--- src/rtl/audio_mix_mac_if.sv ---
// Bus bundle for audio_mix_mac: mix-pass strobe, per-channel samples/gains/mutes, and mixed result/status.
interface audio_mix_mac_if #(
  parameter int CHANNELS = 4,
  parameter int IN_W     = 16,
  parameter int GAIN_W   = 12,
  parameter int OUT_W    = 16
);
  logic                       sample_ce;
  logic [CHANNELS*IN_W-1:0]   in_samples;
  logic [CHANNELS*GAIN_W-1:0] gains;
  logic [CHANNELS-1:0]        mute;
  logic [OUT_W-1:0]           out_sample;
  logic                       out_valid;
  logic                       busy;
  logic                       clip;
  logic                       overrun;
  logic [15:0]                clip_count;

  modport master (
    output sample_ce, in_samples, gains, mute,
    input  out_sample, out_valid, busy, clip, overrun, clip_count
  );

  modport slave (
    input  sample_ce, in_samples, gains, mute,
    output out_sample, out_valid, busy, clip, overrun, clip_count
  );
endinterface

--- src/rtl/audio_mix_mac.sv ---
// Time-multiplexed N-channel audio mixer: one gain MAC per cycle, arithmetic shift, saturate to OUT_W.
// Optional saturation counter enabled by defining MIXER_CLIP_CNT_EN.
module audio_mix_mac #(
  parameter int CHANNELS  = 4,
  parameter int IN_W      = 16,
  parameter int GAIN_W    = 12,
  parameter int GAIN_FRAC = 7,
  parameter int OUT_W     = 16,
  parameter int ACC_W     = 32
) (
  input logic              clk_sys,
  input logic              reset,
  audio_mix_mac_if.slave   bus
);
  localparam int IDX_W  = (CHANNELS > 1) ? $clog2(CHANNELS) : 1;
  localparam int PROD_W = IN_W + GAIN_W + 1;
  localparam logic [IDX_W-1:0] LAST_IDX = IDX_W'(CHANNELS - 1);
  localparam logic signed [ACC_W-1:0] MAX_V = {{(ACC_W-OUT_W+1){1'b0}}, {(OUT_W-1){1'b1}}};
  localparam logic signed [ACC_W-1:0] MIN_V = {{(ACC_W-OUT_W+1){1'b1}}, {(OUT_W-1){1'b0}}};

  typedef enum logic [1:0] {ST_IDLE, ST_MAC, ST_SAT, ST_DONE} state_t;

  state_t                     r_state, w_next;
  logic                       w_start, w_busy, w_valid;
  logic [CHANNELS*IN_W-1:0]   r_smp;
  logic [CHANNELS*GAIN_W-1:0] r_gain;
  logic [CHANNELS-1:0]        r_mute;
  logic [IDX_W-1:0]           r_idx;
  logic signed [ACC_W-1:0]    r_acc;
  logic [OUT_W-1:0]           r_out;
  logic                       r_clip;
  logic                       r_overrun;
  logic signed [IN_W-1:0]     w_smp;
  logic [GAIN_W-1:0]          w_gain;
  logic signed [PROD_W-1:0]   w_prod;
  logic signed [ACC_W-1:0]    w_term;
  logic signed [ACC_W-1:0]    w_shift;

  always_ff @(posedge clk_sys) begin
    if (reset) r_state <= ST_IDLE;
    else       r_state <= w_next;
  end

  always_comb begin
    w_next  = r_state;
    w_start = 1'b0;
    w_busy  = 1'b0;
    w_valid = 1'b0;
    case (r_state)
      ST_IDLE: if (bus.sample_ce) begin
        w_next  = ST_MAC;
        w_start = 1'b1;
      end
      ST_MAC: begin
        w_busy = 1'b1;
        if (r_idx == LAST_IDX) w_next = ST_SAT;
      end
      ST_SAT: begin
        w_busy = 1'b1;
        w_next = ST_DONE;
      end
      ST_DONE: begin
        w_valid = 1'b1;
        w_next  = ST_IDLE;
      end
      default: w_next = ST_IDLE;
    endcase
  end

  // Gain is zero-extended by one bit so the multiply stays signed x signed.
  always_comb begin
    w_smp   = r_smp[r_idx*IN_W +: IN_W];
    w_gain  = r_gain[r_idx*GAIN_W +: GAIN_W];
    w_prod  = w_smp * $signed({1'b0, w_gain});
    w_term  = r_mute[r_idx] ? '0 : {{(ACC_W-PROD_W){w_prod[PROD_W-1]}}, w_prod};
    w_shift = r_acc >>> GAIN_FRAC;
  end

  always_ff @(posedge clk_sys) begin
    if (reset) begin
      r_smp     <= '0;
      r_gain    <= '0;
      r_mute    <= '0;
      r_idx     <= '0;
      r_acc     <= '0;
      r_out     <= '0;
      r_clip    <= 1'b0;
      r_overrun <= 1'b0;
    end else begin
      if (bus.sample_ce && r_state != ST_IDLE) r_overrun <= 1'b1;
      if (w_start) begin
        r_smp  <= bus.in_samples;
        r_gain <= bus.gains;
        r_mute <= bus.mute;
        r_idx  <= '0;
        r_acc  <= '0;
      end
      if (r_state == ST_MAC) begin
        r_acc <= r_acc + w_term;
        r_idx <= r_idx + 1'b1;
      end
      if (r_state == ST_SAT) begin
        if (w_shift > MAX_V) begin
          r_out  <= {1'b0, {(OUT_W-1){1'b1}}};
          r_clip <= 1'b1;
        end else if (w_shift < MIN_V) begin
          r_out  <= {1'b1, {(OUT_W-1){1'b0}}};
          r_clip <= 1'b1;
        end else begin
          r_out  <= w_shift[OUT_W-1:0];
          r_clip <= 1'b0;
        end
      end
    end
  end

`ifdef MIXER_CLIP_CNT_EN
  logic [15:0] r_clip_cnt;
  always_ff @(posedge clk_sys) begin
    if (reset)
      r_clip_cnt <= '0;
    else if (r_state == ST_SAT && (w_shift > MAX_V || w_shift < MIN_V) && r_clip_cnt != '1)
      r_clip_cnt <= r_clip_cnt + 1'b1;
  end
  assign bus.clip_count = r_clip_cnt;
`else
  assign bus.clip_count = '0;
`endif

  assign bus.out_sample = r_out;
  assign bus.out_valid  = w_valid;
  assign bus.busy       = w_busy;
  assign bus.clip       = r_clip;
  assign bus.overrun    = r_overrun;
endmodule

--- src/flat_wrapper.sv ---
// flat-port wrapper written by rule: the top's interface ports become plain ports
module audio_mix_mac_flat 
#(
  parameter int CHANNELS  = 4,
  parameter int IN_W      = 16,
  parameter int GAIN_W    = 12,
  parameter int GAIN_FRAC = 7,
  parameter int OUT_W     = 16,
  parameter int ACC_W     = 32
)
  (clk_sys, reset, bus_sample_ce, bus_in_samples, bus_gains, bus_mute, bus_out_sample, bus_out_valid, bus_busy, bus_clip, bus_overrun, bus_clip_count);
  audio_mix_mac_if #(.CHANNELS(CHANNELS), .IN_W(IN_W), .GAIN_W(GAIN_W), .OUT_W(OUT_W)) bus_i ();
  input logic clk_sys;
  input logic reset;
  input wire logic [$bits(bus_i.sample_ce)-1:0] bus_sample_ce;
  input wire logic [$bits(bus_i.in_samples)-1:0] bus_in_samples;
  input wire logic [$bits(bus_i.gains)-1:0] bus_gains;
  input wire logic [$bits(bus_i.mute)-1:0] bus_mute;
  output wire logic [$bits(bus_i.out_sample)-1:0] bus_out_sample;
  output wire logic [$bits(bus_i.out_valid)-1:0] bus_out_valid;
  output wire logic [$bits(bus_i.busy)-1:0] bus_busy;
  output wire logic [$bits(bus_i.clip)-1:0] bus_clip;
  output wire logic [$bits(bus_i.overrun)-1:0] bus_overrun;
  output wire logic [$bits(bus_i.clip_count)-1:0] bus_clip_count;
  assign bus_i.sample_ce = bus_sample_ce;
  assign bus_i.in_samples = bus_in_samples;
  assign bus_i.gains = bus_gains;
  assign bus_i.mute = bus_mute;
  assign bus_out_sample = bus_i.out_sample;
  assign bus_out_valid = bus_i.out_valid;
  assign bus_busy = bus_i.busy;
  assign bus_clip = bus_i.clip;
  assign bus_overrun = bus_i.overrun;
  assign bus_clip_count = bus_i.clip_count;
  audio_mix_mac #(.CHANNELS(CHANNELS), .IN_W(IN_W), .GAIN_W(GAIN_W), .GAIN_FRAC(GAIN_FRAC), .OUT_W(OUT_W), .ACC_W(ACC_W)) u_core (.clk_sys(clk_sys), .reset(reset), .bus(bus_i));
endmodule
--- config.mk ---
export PLATFORM = sky130hd
export DESIGN_NAME = audio_mix_mac_flat
export DESIGN_NICKNAME = d
export VERILOG_FILES = /design/src/rtl/audio_mix_mac_if.sv /design/src/rtl/audio_mix_mac.sv /design/src/flat_wrapper.sv
export SDC_FILE = /design/constraint.sdc
export NUM_CORES = 1
export LEC_CHECK = 0
export ABC_AREA = 0
export CAP_MARGIN = 20
export CORE_UTILIZATION = 40
export CTS_CLUSTER_DIAMETER = 40
export DETAILED_ROUTE_END_ITERATION = 6
export RECOVER_POWER = 25
export SLEW_MARGIN = 0
export SYNTH_ARGS = -nofsm -noshare
export SYNTH_HDL_FRONTEND = slang
export SYNTH_SLANG_ARGS = --single-unit
export TNS_END_PERCENT = 50
--- constraint.sdc ---
create_clock -name clk_sys -period 9.36 [get_ports clk_sys]
set_input_delay 0.936 -clock clk_sys [delete_from_list [all_inputs] [get_ports clk_sys]]
set_output_delay 0.936 -clock clk_sys [all_outputs]
set_load 0.02 [all_outputs]
==> results of run 1 <==
cell usage in the layout (no fill, tap or decap), drive strengths merged, types with 3 or more instances in the layout:
master / instances
nand2: 351
inv: 271
a21oi: 184
fa: 179
dfxtp: 170
clkdlybuf4s50: 120
ha: 102
and2: 100
nor2: 95
o21ai: 35
mux4: 30
xnor2: 29
nor3: 28
buf: 26
and3: 25
clkbuf: 21
a211oi: 18
dlygate4sd3: 17
conb: 16
a21o: 15
nor2b: 14
a31oi: 14
xor2: 14
nand3: 13
o21a: 10
o21bai: 8
o211ai: 8
nand2b: 7
or3: 5
clkinv: 5
mux2i: 4
nand4: 4
o31ai: 4
nor4: 4
and4: 4
nor3b: 3
a211o: 3
synth_stat cells (5+ instances only):
| library cell | instances |
|---|---|
| a211oi_1 | 16 |
| dfxtp_1 | 170 |
| a21oi_1 | 184 |
| nor2b_1 | 14 |
| xor2_1 | 14 |
| xnor2_1 | 26 |
| buf_1 | 13 |
| mux4_2 | 28 |
| and2_1 | 100 |
| o211ai_1 | 8 |
| nand2_1 | 351 |
| o21ai_0 | 32 |
| inv_1 | 264 |
| nor2_1 | 95 |
| ha_1 | 102 |
| buf_4 | 16 |
| or3_1 | 5 |
| o21bai_1 | 8 |
| a31oi_1 | 14 |
| nand3_1 | 13 |
| nor3_1 | 28 |
| and3_1 | 25 |
| nand2b_1 | 7 |
| clkbuf_1 | 82 |
| a21o_1 | 15 |
| o21a_1 | 10 |
| fa_1 | 179 |
state kept, by name, indices dropped and copies added (netlist names):
register               flops
u_core.r_state             2
u_core.r_smp              64
u_core.r_mute              4
u_core.bus.out_sample     16
u_core.r_acc              32
u_core.r_gain             48
u_core.bus.clip            1
u_core.r_idx               2
u_core.bus.overrun         1
layer usage:
| metal | global-route usage | up-vias | share of wire |
|---|---|---|---|
| li1 | - | 6206 | - |
| met1 | 0.284 | 6243 | 0.47 |
| met2 | 0.331 | 308 | 0.47 |
| met3 | 0.0305 | 44 | 0.046 |
| met4 | 0.0521 | 0 | 0.017 |
| met5 | 0 | - | 0 |
power by group through the flow:
stage | sequential (mW) | combinational [mW] | clock [mW]
global route | 1.02 | 2.68 | 0.788
CTS | 0.991 | 2.37 | 0.759
detailed placement | 1.01 | 2.35 | 0
floorplan | 1.00 | 1.70 | 0
finish | 0.996 | 2.38 | 0.745
global placement | 1.00 | 2.32 | 0
worst max-delay path, delay by kind of cell, from the launching register on:
family / cells / cell delay [ps]
mux: 1 / 630
xor+xnor: 1 / 170
simple gates: 7 / 1080
compound gates: 11 / 2720
flops: 1 / 410
buf+inv: 5 / 420
fa+ha+maj: 7 / 3290
per-stage QoR:
step                hold WS [ps]   util  instances
detailed placement           447  0.451       2457
global route                 471  0.472       2507
floorplan                    433      -       1903
finish                       456  0.472       2507
global placement             440  0.451       2457
CTS                          457  0.467       2489
worst paths after layout:
kind | start | endpoint | slack [ps] | cells after the start
worst max-delay path | u_core.r_idx[0] | u_core.r_acc[31] | 510 | 32
worst min register to register | u_core.r_gain[19] | u_core.r_gain[19] | 460 | 2
worst max register to register | u_core.r_idx[0] | u_core.r_acc[31] | 510 | 32
worst min-delay path | u_core.r_gain[19] | u_core.r_gain[19] | 460 | 2
kinds of logic (layout without fill, tap and decap cells):
group,count (synthesis),count (layout)
other cells,1,16
mux,33,35
simple gates,662,662
fa+ha+maj,282,282
flops,170,170
buf+inv,378,462
compound gates,318,318
xor+xnor,44,44
layout make-up:
| type | count | share of cell area |
|---|---|---|
| Multi-Input combinational cell | 1357 | 0.601 |
| Sequential cell | 170 | 0.186 |
| Clock buffer | 18 | 0.0240 |
| Inverter | 264 | 0.0542 |
| Clock inverter | 14 | 0.00972 |
| Tap cell | 518 | 0.0355 |
| Timing Repair Buffer | 166 | 0.0891 |
repair_timing:
item | 4_1_cts | 5_1_grt
resized for setup | 0 | 2
endpoints found under the setup margin | 0 | 2
setup buffers | 0 | 14
hold endpoints to repair | 0 | 0
==> run_results.csv, run 1 <==
group,metric,value,unit
detailed_routing,wl_per_cell,16.3,um
worst_setup_path,path_max_fanout,17,
yosys,yosysWarnings,0,
outcome,status,"finished, violations left",
yosys,synth_compound_area_frac,0.118,
outcome,violations,"capacitance limit, slew limit",
worst_setup_path,cp.required,9740,ps
worst_setup_path,path_class,"register to register",
global_routing,grt_pass1_wl,65.8,mm
cts,numCtsBuffers,17,
placement,post-place-ws,385,ps
worst_setup_path,setup.worst_path.end_class,"register",
detailed_routing,first_pass_iters,5,
yosys,yosysTopAreaCell,"fa_1",
yosys,synthCells,1888,
cts,clock_path_buffers,2,
worst_setup_path,slowest_stage,"mux4_2",
global_routing,grt_pass1_vias,12700,
detailed_routing,vias,12800,
yosys,synth_edf_count,0,
job,cap_violations,2,
finish,drive_above_1_share,0.0493,
global_routing,grt_use_total,0.204,
worst_setup_path,crit_top_cell,"fa_1",
die,die_y,200,um
timing,max_freq,113,MHz
die,core,0.0387,mm^2
timing,layout_worst_path_cycle_share,0.945,
timing,skew,19.2,ps
yosys,netlist_area,0.0158,mm^2
detailed_routing,ant_nets,0,
yosys,seq_area_frac_synth,0.216,
yosys,synth_top_family_by_area,"adder cells",
die,io_pins,155,
global_routing,grt_max_degree,103,
yosys,synthFlopType,"dfxtp_1",
yosys,synthAdderAreaFrac,0.309,
cts,cts_root_buffer,"clkbuf_16",
detailed_routing,drtIter0Drc,704,
global_routing,grt-ovfl-total,0,
global_routing,antenna_found_initial,0,
power,p_sw,1.93,mW
worst_setup_path,setup.worst_path.start_class,"register",
die,rows,72,
timing,worst_pin_slew,2310,ps
yosys,ys_ff_latch,170,
worst_setup_path,arrival,9220,ps
yosys,muxShareOfSynthArea,0.0433,
finish,fillCellCount,3853,
timing,slew_viol_final,86,
detailed_routing,wl,40.7,mm
timing,slew_headroom,-0.547,
finish,n_antenna_cell,0,
power,p_int,2.19,mW
yosys,ys_types,67,
die,die_w,200,um
timing,setup_slack,512,ps
power,finalPower,4.12,mW
finish,multi_input_area,0.0110,mm^2
timing,period_needed,8850,ps
power,seqPwrFrac,0.242,
worst_setup_path,slowest_delay,630,ps
yosys,synthArstFlopShare,0,
finish,nets,2376,
yosys,synthSimpleGateAreaFrac,0.191,
power,ir_drop,0.201,mV
cts,clkLatencyLatePin,470,ps
die,dieArea,0.0402,mm^2
power,power_frac_comb,0.578,
cts,clk_pin_slew,70,ps
timing,fin_tns_setup,0,ps
cts,htree_levels,4,
finish,postLayoutCellArea,0.0183,mm^2
power,power_density,226,mW/mm^2
finish,areaGrowthSynthToFinish,16.0,%
placement,io_buffers,138,
placement,dpl.hpwl,31.7,mm
hold_path,hp-class,"register to register",
power,p_leak,8.42,nW
timing,setup_violations,0,
yosys,yosysTopAreaCellShare,0.227,
yosys,netlist_top_cells_area,"fa_1 (23%), dfxtp_1 (22%), nand2_1 (8.4%), ha_1 (8.1%), inv_1 (6.3%)",
placement,place_area,0.0175,mm^2
timing,hold_viol_final,0,
yosys,avgSynthCellArea,8.35,um^2
power,switching_share,0.469,
cts,ctsHoldBuffers,0,
finish,regArea,0.00340,mm^2
detailed_routing,remaining_drc_errors,0,
die,start_util,0.407,
placement,place_congestion,0.851,
cts,cts_tree,"yes",
cts,cts.sinks,170,
power,pwr-share-clk,0.181,
yosys,synth_xor_area_frac,0.0276,
detailed_routing,vias_per_cell,5.11,
Note: power is estimated with default switching activity, not from simulation.
==> run 2: changes to the inputs <==
PLACE_DENSITY_LB_ADDON = 0.05   (was default)
==> run_results.csv, run 2 (synthesized netlist as in run 1, its figures left out) <==
group,metric,value,unit
outcome,status,"finished, violations left",
outcome,violations,"capacitance limit, slew limit",
detailed_routing,ant_nets,0,
placement,io_buffers,138,
worst_setup_path,r2r_start,"u_core.r_idx[0]",
global_routing,grt_pass1_vias,13200,
finish,postLayoutCellArea,0.0182,mm^2
global_routing,grt_use_total,0.217,
finish,nets,2374,
cts,cts_setup_buffers,0,
job,cap_violations,5,
die,rows,72,
die,die_w,200,um
finish,regMostFlops,"u_core.r_smp",
cts,ctsHoldBuffers,0,
hold_path,hp-class,"register to register",
finish,largest_reg_flops,64,
power,p_sw,1.95,mW
cts,cts_tree,"yes",
worst_setup_path,setup.worst_path.end_class,"register",
worst_setup_path,slowest_delay,680,ps
worst_setup_path,r2r_setup_slack,520,ps
finish,fillCellCount,3948,
timing,slew_headroom,-0.373,
finish,multi_input_area,0.0109,mm^2
detailed_routing,vias_per_cell,5.05,
finish,final_cell_mix,"nand2_1 (351), inv_1 (264), a21oi_1 (184), fa_1 (179), dfxtp_1 (169)",
placement,place_congestion,0.838,
power,power_frac_comb,0.576,
hold_path,worstHoldStart,"u_core.r_smp[51]",
timing,slew_viol_final,163,
placement,dpl.hpwl,32.9,mm
worst_setup_path,cp.required,9730,ps
power,p_leak,8.36,nW
cts,clkLatencyLatePin,470,ps
timing,skew,19.1,ps
power,ir_drop,0.143,mV
worst_setup_path,path_max_fanout,21,
power,switching_share,0.470,
detailed_routing,remaining_drc_errors,0,
die,start_util,0.407,
die,core,0.0387,mm^2
worst_setup_path,setup.worst_path.start_class,"register",
finish,areaGrowthSynthToFinish,15.8,%
power,power_density,227,mW/mm^2
detailed_routing,wl_per_cell,17.0,um
cts,htree_levels,4,
cts,cts.sinks,170,
power,p_int,2.20,mW
placement,place_area,0.0175,mm^2
timing,max_freq,113,MHz
worst_setup_path,arrival,9210,ps
cts,cts_root_buffer,"clkbuf_16",
cts,cts_resized,0,
global_routing,grt-ovfl-total,0,
die,die_y,200,um
worst_setup_path,path_class,"register to register",
cts,numCtsBuffers,17,
finish,regArea,0.00340,mm^2
timing,hold_viol_final,0,
timing,fin_tns_setup,0,ps
detailed_routing,drtIter0Drc,602,
global_routing,antenna_found_initial,2,
detailed_routing,vias,12600,
finish,final_cells,2505,
global_routing,grt_max_degree,109,
finish,mostFrequentLayoutCell,"nand2_1",
global_routing,grt_pass1_wl,69.5,mm
finish,largestRegisters,"u_core.r_smp x64, u_core.r_gain x48, u_core.r_acc x32",
detailed_routing,wl,42.6,mm
die,dieArea,0.0402,mm^2
worst_setup_path,slowest_stage,"mux4_2",
finish,drive_above_1_share,0.0478,
power,seqPwrFrac,0.239,
cts,clk_pin_slew,80,ps
finish,n_antenna_cell,0,
timing,layout_worst_path_cycle_share,0.945,
power,pwr-share-clk,0.185,
placement,placed_cells,2463,
timing,setup_violations,0,
timing,setup_slack,516,ps
worst_setup_path,crit_top_cell,"fa_1",
detailed_routing,first_pass_iters,5,
placement,post-place-ws,482,ps
worst_setup_path,setup.worst_path.start,"u_core.r_idx[0]",
timing,worst_pin_slew,2060,ps
cts,clock_path_buffers,2,
timing,period_needed,8840,ps
die,io_pins,155,
power,finalPower,4.15,mW
[run 2: cell count changes in the layout (fill, tap and decap cells not counted), moves of 2 or more]
cell             change
clkbuf_1             +2
clkdlybuf4s50_1     +12
dlygate4sd3_1       -12
buf_4                -2
[run 2: layout make-up]
cell class              count  area share
inverters                 264      0.0543
clock inverters            15      0.0115
multi-input cells        1356       0.600
clock buffers              17      0.0233
repair buffers            165      0.0886
flip-flops and latches    170       0.187
well taps                 518      0.0355
[run 2: final timing paths]
path,endpoint,cells past startpoint
hold / removal,u_core.r_smp[51],2
setup reg to reg,u_core.r_acc[28],32
hold reg to reg,u_core.r_smp[51],2
setup / recovery,u_core.r_acc[28],32
[run 2: critical path, delay by kind of cell, from the launching register on]
kind | cells | cell delay (ps)
flip-flops | 1 | 360
AO/OA/AOI/OAI | 10 | 2270
multiplexers | 1 | 680
XOR/XNOR | 2 | 380
AND/OR/NAND/NOR | 7 | 1340
adder cells (fa/ha/maj) | 7 | 3280
buffers and inverters | 5 | 410
[run 2: routing by layer]
layer,track usage,part of all wire
met2,0.350,0.46
met3,0.0417,0.049
met1,0.299,0.48
met5,0,0.00031
met4,0.0575,0.015
[run 2: metrics by stage]
step	util	hold WS, ps
3_3_place_gp	0.452	440
4_1_cts	0.469	456
5_1_grt	0.471	468
6_report	0.471	453
2_1_floorplan	-	433
3_5_place_dp	0.452	446
[run 2: power by group through the flow]
stage | combinational [mW] | sequential (mW) | clock (mW)
floorplan | 1.70 | 1.00 | 0
global placement | 2.38 | 1.00 | 0
detailed placement | 2.40 | 1.01 | 0
CTS | 2.41 | 0.990 | 0.793
global route | 2.72 | 1.01 | 0.814
finish | 2.39 | 0.991 | 0.768
==> run 3: changes to the inputs <==
SLEW_MARGIN = 15   (was 0)
==> run_results.csv, run 3 (synthesized netlist as in run 1, its figures left out) <==
group,metric,value,unit
outcome,status,"finished, violations left",
outcome,violations,"capacitance limit, slew limit",
global_routing,antenna_found_initial,2,
power,power_frac_comb,0.576,
power,seqPwrFrac,0.239,
timing,skew,19.0,ps
placement,io_buffers,138,
die,die_y,200,um
timing,max_freq,113,MHz
die,core,0.0387,mm^2
global_routing,grt_max_degree,109,
worst_setup_path,setup.worst_path.start_class,"register",
cts,cts_root_buffer,"clkbuf_16",
global_routing,grt_use_total,0.217,
placement,place_congestion,0.838,
detailed_routing,ant_nets,0,
global_routing,grt_pass1_wl,69.5,mm
detailed_routing,drtIter0Drc,631,
cts,clock_path_buffers,2,
timing,period_needed,8850,ps
finish,areaGrowthSynthToFinish,15.8,%
worst_setup_path,cp.required,9730,ps
hold_path,hp-class,"register to register",
timing,hold_viol_final,0,
power,finalPower,4.15,mW
placement,post-place-ws,482,ps
job,cap_violations,5,
timing,hold_ws,453,ps
die,start_util,0.407,
timing,slew_headroom,-0.395,
worst_setup_path,arrival,9220,ps
cts,cts.sinks,170,
timing,setup_slack,512,ps
worst_setup_path,slowest_stage,"mux4_2",
cts,numCtsBuffers,17,
timing,worst_pin_slew,2090,ps
finish,mostFrequentLayoutCell,"nand2_1",
power,p_int,2.20,mW
worst_setup_path,path_class,"register to register",
worst_setup_path,crit_top_cell,"fa_1",
finish,nets,2374,
die,io_pins,155,
detailed_routing,wl_per_cell,17.0,um
cts,clkLatencyLatePin,470,ps
global_routing,grt-ovfl-total,0,
timing,setup_violations,0,
detailed_routing,wl,42.6,mm
finish,final_cell_mix,"nand2_1 (351), inv_1 (264), a21oi_1 (184), fa_1 (179), dfxtp_1 (169)",
power,p_sw,1.95,mW
cts,clk_pin_slew,80,ps
worst_setup_path,path_max_fanout,21,
finish,regMostFlops,"u_core.r_smp",
global_routing,grt_pass1_vias,13200,
power,power_density,227,mW/mm^2
timing,layout_worst_path_cycle_share,0.945,
timing,slew_viol_final,135,
power,ir_drop,0.142,mV
worst_setup_path,slowest_delay,690,ps
cts,htree_levels,4,
finish,largestRegisters,"u_core.r_smp x64, u_core.r_gain x48, u_core.r_acc x32",
die,die_w,200,um
worst_setup_path,setup.worst_path.end_class,"register",
finish,n_antenna_cell,0,
cts,cts_tree,"yes",
power,switching_share,0.470,
detailed_routing,vias_per_cell,5.05,
power,p_leak,8.36,nW
die,dieArea,0.0402,mm^2
die,rows,72,
detailed_routing,vias,12600,
power,pwr-share-clk,0.185,
detailed_routing,remaining_drc_errors,0,
detailed_routing,first_pass_iters,4,
finish,largest_reg_flops,64,
finish,drive_above_1_share,0.0478,
placement,dpl.hpwl,32.9,mm
==> run 3: what timing repair did <==
| item | in CTS | in global routing |
|---|---|---|
| hold buffers | 0 | 0 |
| hold endpoints to repair | 0 | 0 |
| buffers inserted | 0 | 8 |
| resized for setup | 0 | 0 |
| endpoints found under the setup margin | 0 | 1 |
==> run 3: path summary, 6_finish.rpt <==
kind	startpoint	endpoint	slack, ps	cells past startpoint
worst min register to register	u_core.r_smp[20]	u_core.r_smp[20]	450	2
worst max register to register	u_core.r_idx[0]	u_core.r_acc[28]	510	32
worst max-delay path	u_core.r_idx[0]	u_core.r_acc[28]	510	32
worst min-delay path	u_core.r_smp[20]	u_core.r_smp[20]	450	2
==> run 3: worst max-delay path: cells and delay by family, from the launching register on <==
kind / cells / cell delay [ps]
flip-flops: 1 / 360
XOR/XNOR: 2 / 380
AND/OR/NAND/NOR: 7 / 1340
multiplexers: 1 / 690
buffers and inverters: 5 / 410
adder cells (fa/ha/maj): 7 / 3280
AO/OA/AOI/OAI: 10 / 2270
==> run 3: final cells by class <==
cell class / count / area, um^2
well taps: 518 / 648
repair buffers: 165 / 1620
clock buffers: 17 / 425
clock inverters: 15 / 209
multi-input cells: 1356 / 10900
flip-flops and latches: 170 / 3400
inverters: 264 / 991
fillers: 3949 / 20500
==> run 3: stage by stage <==
stage,instance area (um^2),utilization,cells,setup TNS [ps]
3_3_place_gp,17500,0.452,2463,0
6_report,18200,0.471,2505,0
4_1_cts,18200,0.469,2495,0
2_1_floorplan,15800,-,1903,0
5_1_grt,18200,0.471,2505,-4.53
3_5_place_dp,17500,0.452,2463,0
==> run 3: power groups by stage <==
stage          clock, mW  combinational [mW]  sequential (mW)
2_1_floorplan          0                1.70             1.00
3_3_place_gp           0                2.38             1.00
3_5_place_dp           0                2.40             1.01
4_1_cts            0.793                2.41            0.990
5_1_grt            0.813                2.72             1.01
6_report           0.768                2.39            0.990
==> run 3: routing by layer <==
metal | wire length, um | track usage | up-vias
met5 | 13 | 0 | -
met4 | 639 | 0.0575 | 2
met3 | 2000 | 0.0417 | 35
met2 | 19400 | 0.350 | 240
met1 | 20500 | 0.299 | 6160
li1 | - | - | 6208
